$ cat config.mk
export PLATFORM = sky130hd
export DESIGN_NAME = machine_timer
export DESIGN_NICKNAME = d
export VERILOG_FILES = /design/src/rtl/machine_timer.sv
export SDC_FILE = /design/constraint.sdc
export NUM_CORES = 1
export LEC_CHECK = 0
export BUFFER_PORTS_ARGS = -buffer_cell sky130_fd_sc_hd__buf_2
export CORE_MARGIN = 4
export CORE_UTILIZATION = 42
export DETAILED_ROUTE_END_ITERATION = 7
export GPL_TIMING_DRIVEN = 0
export PLACE_DENSITY = 0.55
export SLEW_MARGIN = 10
export SYNTH_ARGS = -nofsm -noshare
export SYNTH_HDL_FRONTEND = slang
export SYNTH_SLANG_ARGS = --single-unit
$ cat constraint.sdc
create_clock -name clk -period 4 [get_ports clk]
set_input_delay 0.2 -clock clk [delete_from_list [all_inputs] [get_ports clk]]
set_output_delay 0.2 -clock clk [all_outputs]
set_load 0.01 [all_outputs]
$ cat src/rtl/machine_timer.sv
// rtl/machine_timer.sv - 64-bit machine timer with prescaler, compare and auto-reload
// Register window of eight words. The level interrupt is raised while PEND and IE are set.
// A one-cycle end pulse follows a software clear of PEND.
module machine_timer #(
  parameter int ADDR_W  = 5,
  parameter int PRESC_W = 16
) (
  input  logic              clk,
  input  logic              rst,
  input  logic              req,
  input  logic              we,
  input  logic [ADDR_W-1:0] addr,
  input  logic [31:0]       wdata,
  output logic [31:0]       rdata,
  output logic              resp_valid,
  output logic              intr_t,
  output logic              intr_end_t
);

  localparam int IDX_W = ADDR_W - 2;
  localparam logic [IDX_W-1:0] A_CTRL   = IDX_W'(0);
  localparam logic [IDX_W-1:0] A_STATUS = IDX_W'(1);
  localparam logic [IDX_W-1:0] A_PRESC  = IDX_W'(2);
  localparam logic [IDX_W-1:0] A_MLO    = IDX_W'(3);
  localparam logic [IDX_W-1:0] A_MHI    = IDX_W'(4);
  localparam logic [IDX_W-1:0] A_CLO    = IDX_W'(5);
  localparam logic [IDX_W-1:0] A_CHI    = IDX_W'(6);
  localparam logic [IDX_W-1:0] A_PERIOD = IDX_W'(7);

  logic               en, ie, auto_rl, pend;
  logic [PRESC_W-1:0] presc, pcnt;
  logic [63:0]        mtime, mtimecmp, mtime_nxt, cmp_nxt;
  logic [31:0]        period, shadow, rd_val;
  logic [IDX_W-1:0]   widx;
  logic               wr, rd, tick, match, w1c;

  assign widx  = addr[ADDR_W-1:2];
  assign wr    = req & we;
  assign rd    = req & ~we;
  assign tick  = en & (pcnt == presc);
  assign match = en & (mtime >= mtimecmp);
  assign w1c   = wr & (widx == A_STATUS) & wdata[0];

  assign intr_t = pend & ie;

  // Next mtime: tick increment, then a bus write overrides only its own half with the pre-tick other half
  always_comb begin
    mtime_nxt = tick ? mtime + 64'd1 : mtime;
    if (wr && widx == A_MLO) mtime_nxt = {mtime[63:32], wdata};
    if (wr && widx == A_MHI) mtime_nxt = {wdata, mtime[31:0]};
  end

  // Next compare: auto-reload first, then a bus write overrides only the half it targets
  always_comb begin
    cmp_nxt = (match && auto_rl) ? mtimecmp + {32'd0, period} : mtimecmp;
    if (wr && widx == A_CLO) cmp_nxt[31:0]  = wdata;
    if (wr && widx == A_CHI) cmp_nxt[63:32] = wdata;
  end

  // Read mux; MTIME_HI returns the shadow captured by the last MTIME_LO read
  always_comb begin
    rd_val = 32'd0;
    case (widx)
      A_CTRL:   rd_val = {29'd0, auto_rl, ie, en};
      A_STATUS: rd_val = {31'd0, pend};
      A_PRESC:  rd_val = {{(32-PRESC_W){1'b0}}, presc};
      A_MLO:    rd_val = mtime[31:0];
      A_MHI:    rd_val = shadow;
      A_CLO:    rd_val = mtimecmp[31:0];
      A_CHI:    rd_val = mtimecmp[63:32];
      A_PERIOD: rd_val = period;
      default:  rd_val = 32'd0;
    endcase
  end

  // Config registers, prescaler, timer state and bus response
  always_ff @(posedge clk) begin
    if (rst) begin
      en         <= 1'b0;
      ie         <= 1'b0;
      auto_rl    <= 1'b0;
      presc      <= '0;
      period     <= 32'd0;
      pcnt       <= '0;
      mtime      <= 64'd0;
      mtimecmp   <= '1;
      shadow     <= 32'd0;
      rdata      <= 32'd0;
      resp_valid <= 1'b0;
    end else begin
      if (wr && widx == A_CTRL) begin
        en      <= wdata[0];
        ie      <= wdata[1];
        auto_rl <= wdata[2];
      end
      if (wr && widx == A_PRESC)  presc  <= wdata[PRESC_W-1:0];
      if (wr && widx == A_PERIOD) period <= wdata;
      if (wr && (widx == A_CTRL || widx == A_PRESC)) pcnt <= '0;
      else if (en) pcnt <= tick ? '0 : pcnt + PRESC_W'(1);
      mtime    <= mtime_nxt;
      mtimecmp <= cmp_nxt;
      if (rd && widx == A_MLO) shadow <= mtime[63:32];
      if (rd) rdata <= rd_val;
      resp_valid <= req;
    end
  end

  // Sticky pending flag (set beats clear) and end-of-interrupt pulse
  always_ff @(posedge clk) begin
    if (rst) begin
      pend       <= 1'b0;
      intr_end_t <= 1'b0;
    end else begin
      if (match)    pend <= 1'b1;
      else if (w1c) pend <= 1'b0;
      intr_end_t <= w1c & pend & ~match;
    end
  end

endmodule
==> metrics.txt <==
multi-input logic area=0.0106 mm²; Cell Rows=72; Leak=7.84 nW; min-delay src=wdata[29]; Seq cells post-synth=262; Synthesized Nets=2310; worst setup margin=0.142 ns; vias per std cell=6.30; vias in the first global route=16662; WP data required=4.38 ns; I/O pin total=76; area grow syn2layout=13.4%; status=finished, final reports clean; Slew HR=0.205; initial antenna violation count=8; f_max=0.259 GHz; hpwl dp=60000 µm; Initial Utilization=0.429; Buf/Inv on CP=3; Root Buffer=clkbuf_16; Reg clk slew, reported paths=0.06 ns; CP cell instances=inv_1, ha_1, nand4_1, nor4_2, nand3_1, a21o_1, o2bb2ai_2, a21oi_4, clkbuf_4, buf_2, nor2_1, a31oi_1, a21oi_1; Placed Cells=2760; IO buf count=71; nets@finish=2420; mean area per synthesized cell=7.70 µm²; DRT iter0 DRCs=2134; Clk pwr share=0.482; RR Startpoint=mtimecmp[53]; Power, Total=6.92 mW; critical path class=reg2reg; Main synth FF type=dfxtp_1; RSZ-0062 raised after global routing=no; Fin. Hold Viols=0; register area share after synthesis=0.314; crit-path max cell delay=0.53 ns; Max Cap Viol=0; Net Sw Frac=0.283; Netlist cell types=88; Crit path max-delay family=compound AO/OA/AOI/OAI gates; max-slew violations=0; VDD IR max=0.248 mV; H-tree levels=2; height of the die=208 µm; fin util=0.486; mapped cell area=0.0167 mm²; CTS Buf Count=34; Fillers=3954; Worst-Margin Slew=1.18 ns; Core Region=0.0390 mm²; Synth Instances=2170; CTS max path bufs=3; pre-CTS setup slack=-0.0211 ns; first-pass iteration count of the detailed router=6; Overall Global Routing Usage=0.345; PwrDens=365 mW/mm²; Ys Warns=0; die area=0.0431 mm²; min cycle time layout=3.86 ns; routed len/inst=27.5 µm; final RePlAce weighted congestion=0.987; Clock Latency Late Sink=0.57 ns; Internal Power=4.96 mW; drc violations=0; WP data arrival=4.24 ns; Post-Layout Cell Count=2825; Final Skew=0.0353 ns; vias post-DR=17801; Tcrit/Tclk final=0.964; flip-flop and latch area=0.00525 mm²; Sink Count=262; antenna viol nets, final=0; crit end category=register; sequential power share=0.391; min-delay worst type=in2reg; largest net degree at the start of global routing=13; Psw=1.96 mW; grt ovf=0; first-pass GRT wire length=113000 µm; crit-path max FO=10; WL final=77600 µm; Comb power frac=0.126; Die Wd=208 µm; FFs w/ async S/R, synth=0; Setup-failing EPs final=0; Post-CTS Setup Repair Bufs=0; layout cell share with drive strength beyond 1=0.0963; number of synthesized flops with an enable pin=0; Setup crit start kind=register; CTS tree=built; crit path from=mtimecmp[53]; Slowest cell on crit path=dfxtp_1
==> metrics by stage <==
step / hold WS, ns / TNS [ns] / cell area (µm²)
CTS: 0.00278 / 0 / 18900
global placement: 0.443 / -0.739 / 17700
detailed placement: 0.449 / -0.0429 / 17700
global route: 0.0285 / 0 / 19000
finish: 0.0277 / 0 / 19000
floorplan: 0.318 / 0 / 16700
==> cell usage after synthesis (43+ instances only) <==
library cell    n  area share
a211oi_1       68       0.031
dfxtp_1       262        0.31
nor3_1         86       0.026
a21oi_1       223       0.067
xnor2_1        43       0.023
o21ai_0        91       0.027
clkbuf_1      105       0.024
nand3_1        61       0.018
nor2_1        209       0.047
inv_1          83       0.019
nand2_1       321       0.072
ha_1           98       0.073
==> worst reg2reg max path, stage by stage, from the launching register on <==
cell and delay, ns:
dfxtp_1 0.53, inv_1 0.15, ha_1 0.33, nand4_1 0.19, nor4_2 0.52, nand3_1 0.15
a21o_1 0.20, o2bb2ai_2 0.18, a21oi_4 0.42, clkbuf_4 0.39, buf_2 0.33, nor2_1 0.07
a31oi_1 0.14, a21oi_1 0.08
==> logic make-up (layout without fill, tap and decap cells) <==
logic type,after synthesis,in the layout,share of synthesized area
XOR/XNOR,80,80,0.0419
flip-flops,262,262,0.314
other,0,2,0
buffers and inverters,219,354,0.0523
adder cells (fa/ha/maj),99,99,0.0745
AO/OA/AOI/OAI,559,559,0.214
multiplexers,64,64,0.0528
AND/OR/NAND/NOR,887,887,0.251
==> worst paths after layout <==
path / to / slack (ns) / depth (start not counted)
min reg2reg: shadow[6] / 0.46 / 2
max reg2reg: mtimecmp[15] / 0.14 / 13
min: period[29] / 0.03 / 3
max: mtimecmp[15] / 0.14 / 13
==> sequential cells by signal, summed over array words and instances, names as in the netlist <==
signal,count
auto_rl,1
en,1
ie,1
intr_end_t,1
mtime,64
mtimecmp,64
pcnt,16
pend,1
period,32
presc,16
rdata,32
resp_valid,1
shadow,32
==> area by class of cell <==
class | instances | area share
Tap cell | 518 | 0.0342
Buffer | 135 | 0.0298
Sequential cell | 262 | 0.277
Antenna cell | 2 | 0.000264
Timing Repair Buffer | 74 | 0.0202
Multi-Input combinational cell | 1689 | 0.560
Clock buffer | 46 | 0.0515
Inverter | 84 | 0.0166
Clock inverter | 15 | 0.0109
==> repair_timing <==
action,CTS,global route
hold buffers,2,0
endpoints found under the setup margin,10,16
hold endpoints to repair,2,0
gates resized for setup,1,4
==> placed cells by master (no fill, tap or decap), drive strengths merged, types with 12 or more instances in the layout <==
master  count
nand2     322
or3        22
inv        85
a211o      17
nand4      41
a21oi     224
and3       19
o21ai      93
buf        99
a22oi      19
mux2       13
a211oi     69
nand3      64
clkbuf    154
a21o       19
xnor2      43
a221oi     12
nor3       86
dfxtp     262
and2       13
nor4       30
a311oi     19
mux4       18
a31oi      13
mux2i      33
nor2b      16
and4       14
nand2b     13
ha         98
xor2       37
nor2      213
==> power groups by stage <==
| stage | logic [mW] | registers [mW] | clock network, mW |
|---|---|---|---|
| 2_1_floorplan | 0.499 | 2.74 | 0 |
| 3_3_place_gp | 0.836 | 2.76 | 0 |
| 3_5_place_dp | 0.841 | 2.76 | 0 |
| 4_1_cts | 0.846 | 2.70 | 3.36 |
| 5_1_grt | 0.920 | 2.71 | 3.43 |
| 6_report | 0.875 | 2.71 | 3.34 |
==> layer usage <==
| metal | share of wire | vias to the layer above | track usage |
|---|---|---|---|
| met3 | 0.11 | 200 | 0.0750 |
| met2 | 0.42 | 953 | 0.513 |
| met5 | 0.00083 | - | 0 |
| met4 | 0.052 | 8 | 0.164 |
| met1 | 0.42 | 8555 | 0.477 |
| li1 | - | 8085 | - |
Note: power is estimated with default switching activity, not from simulation.
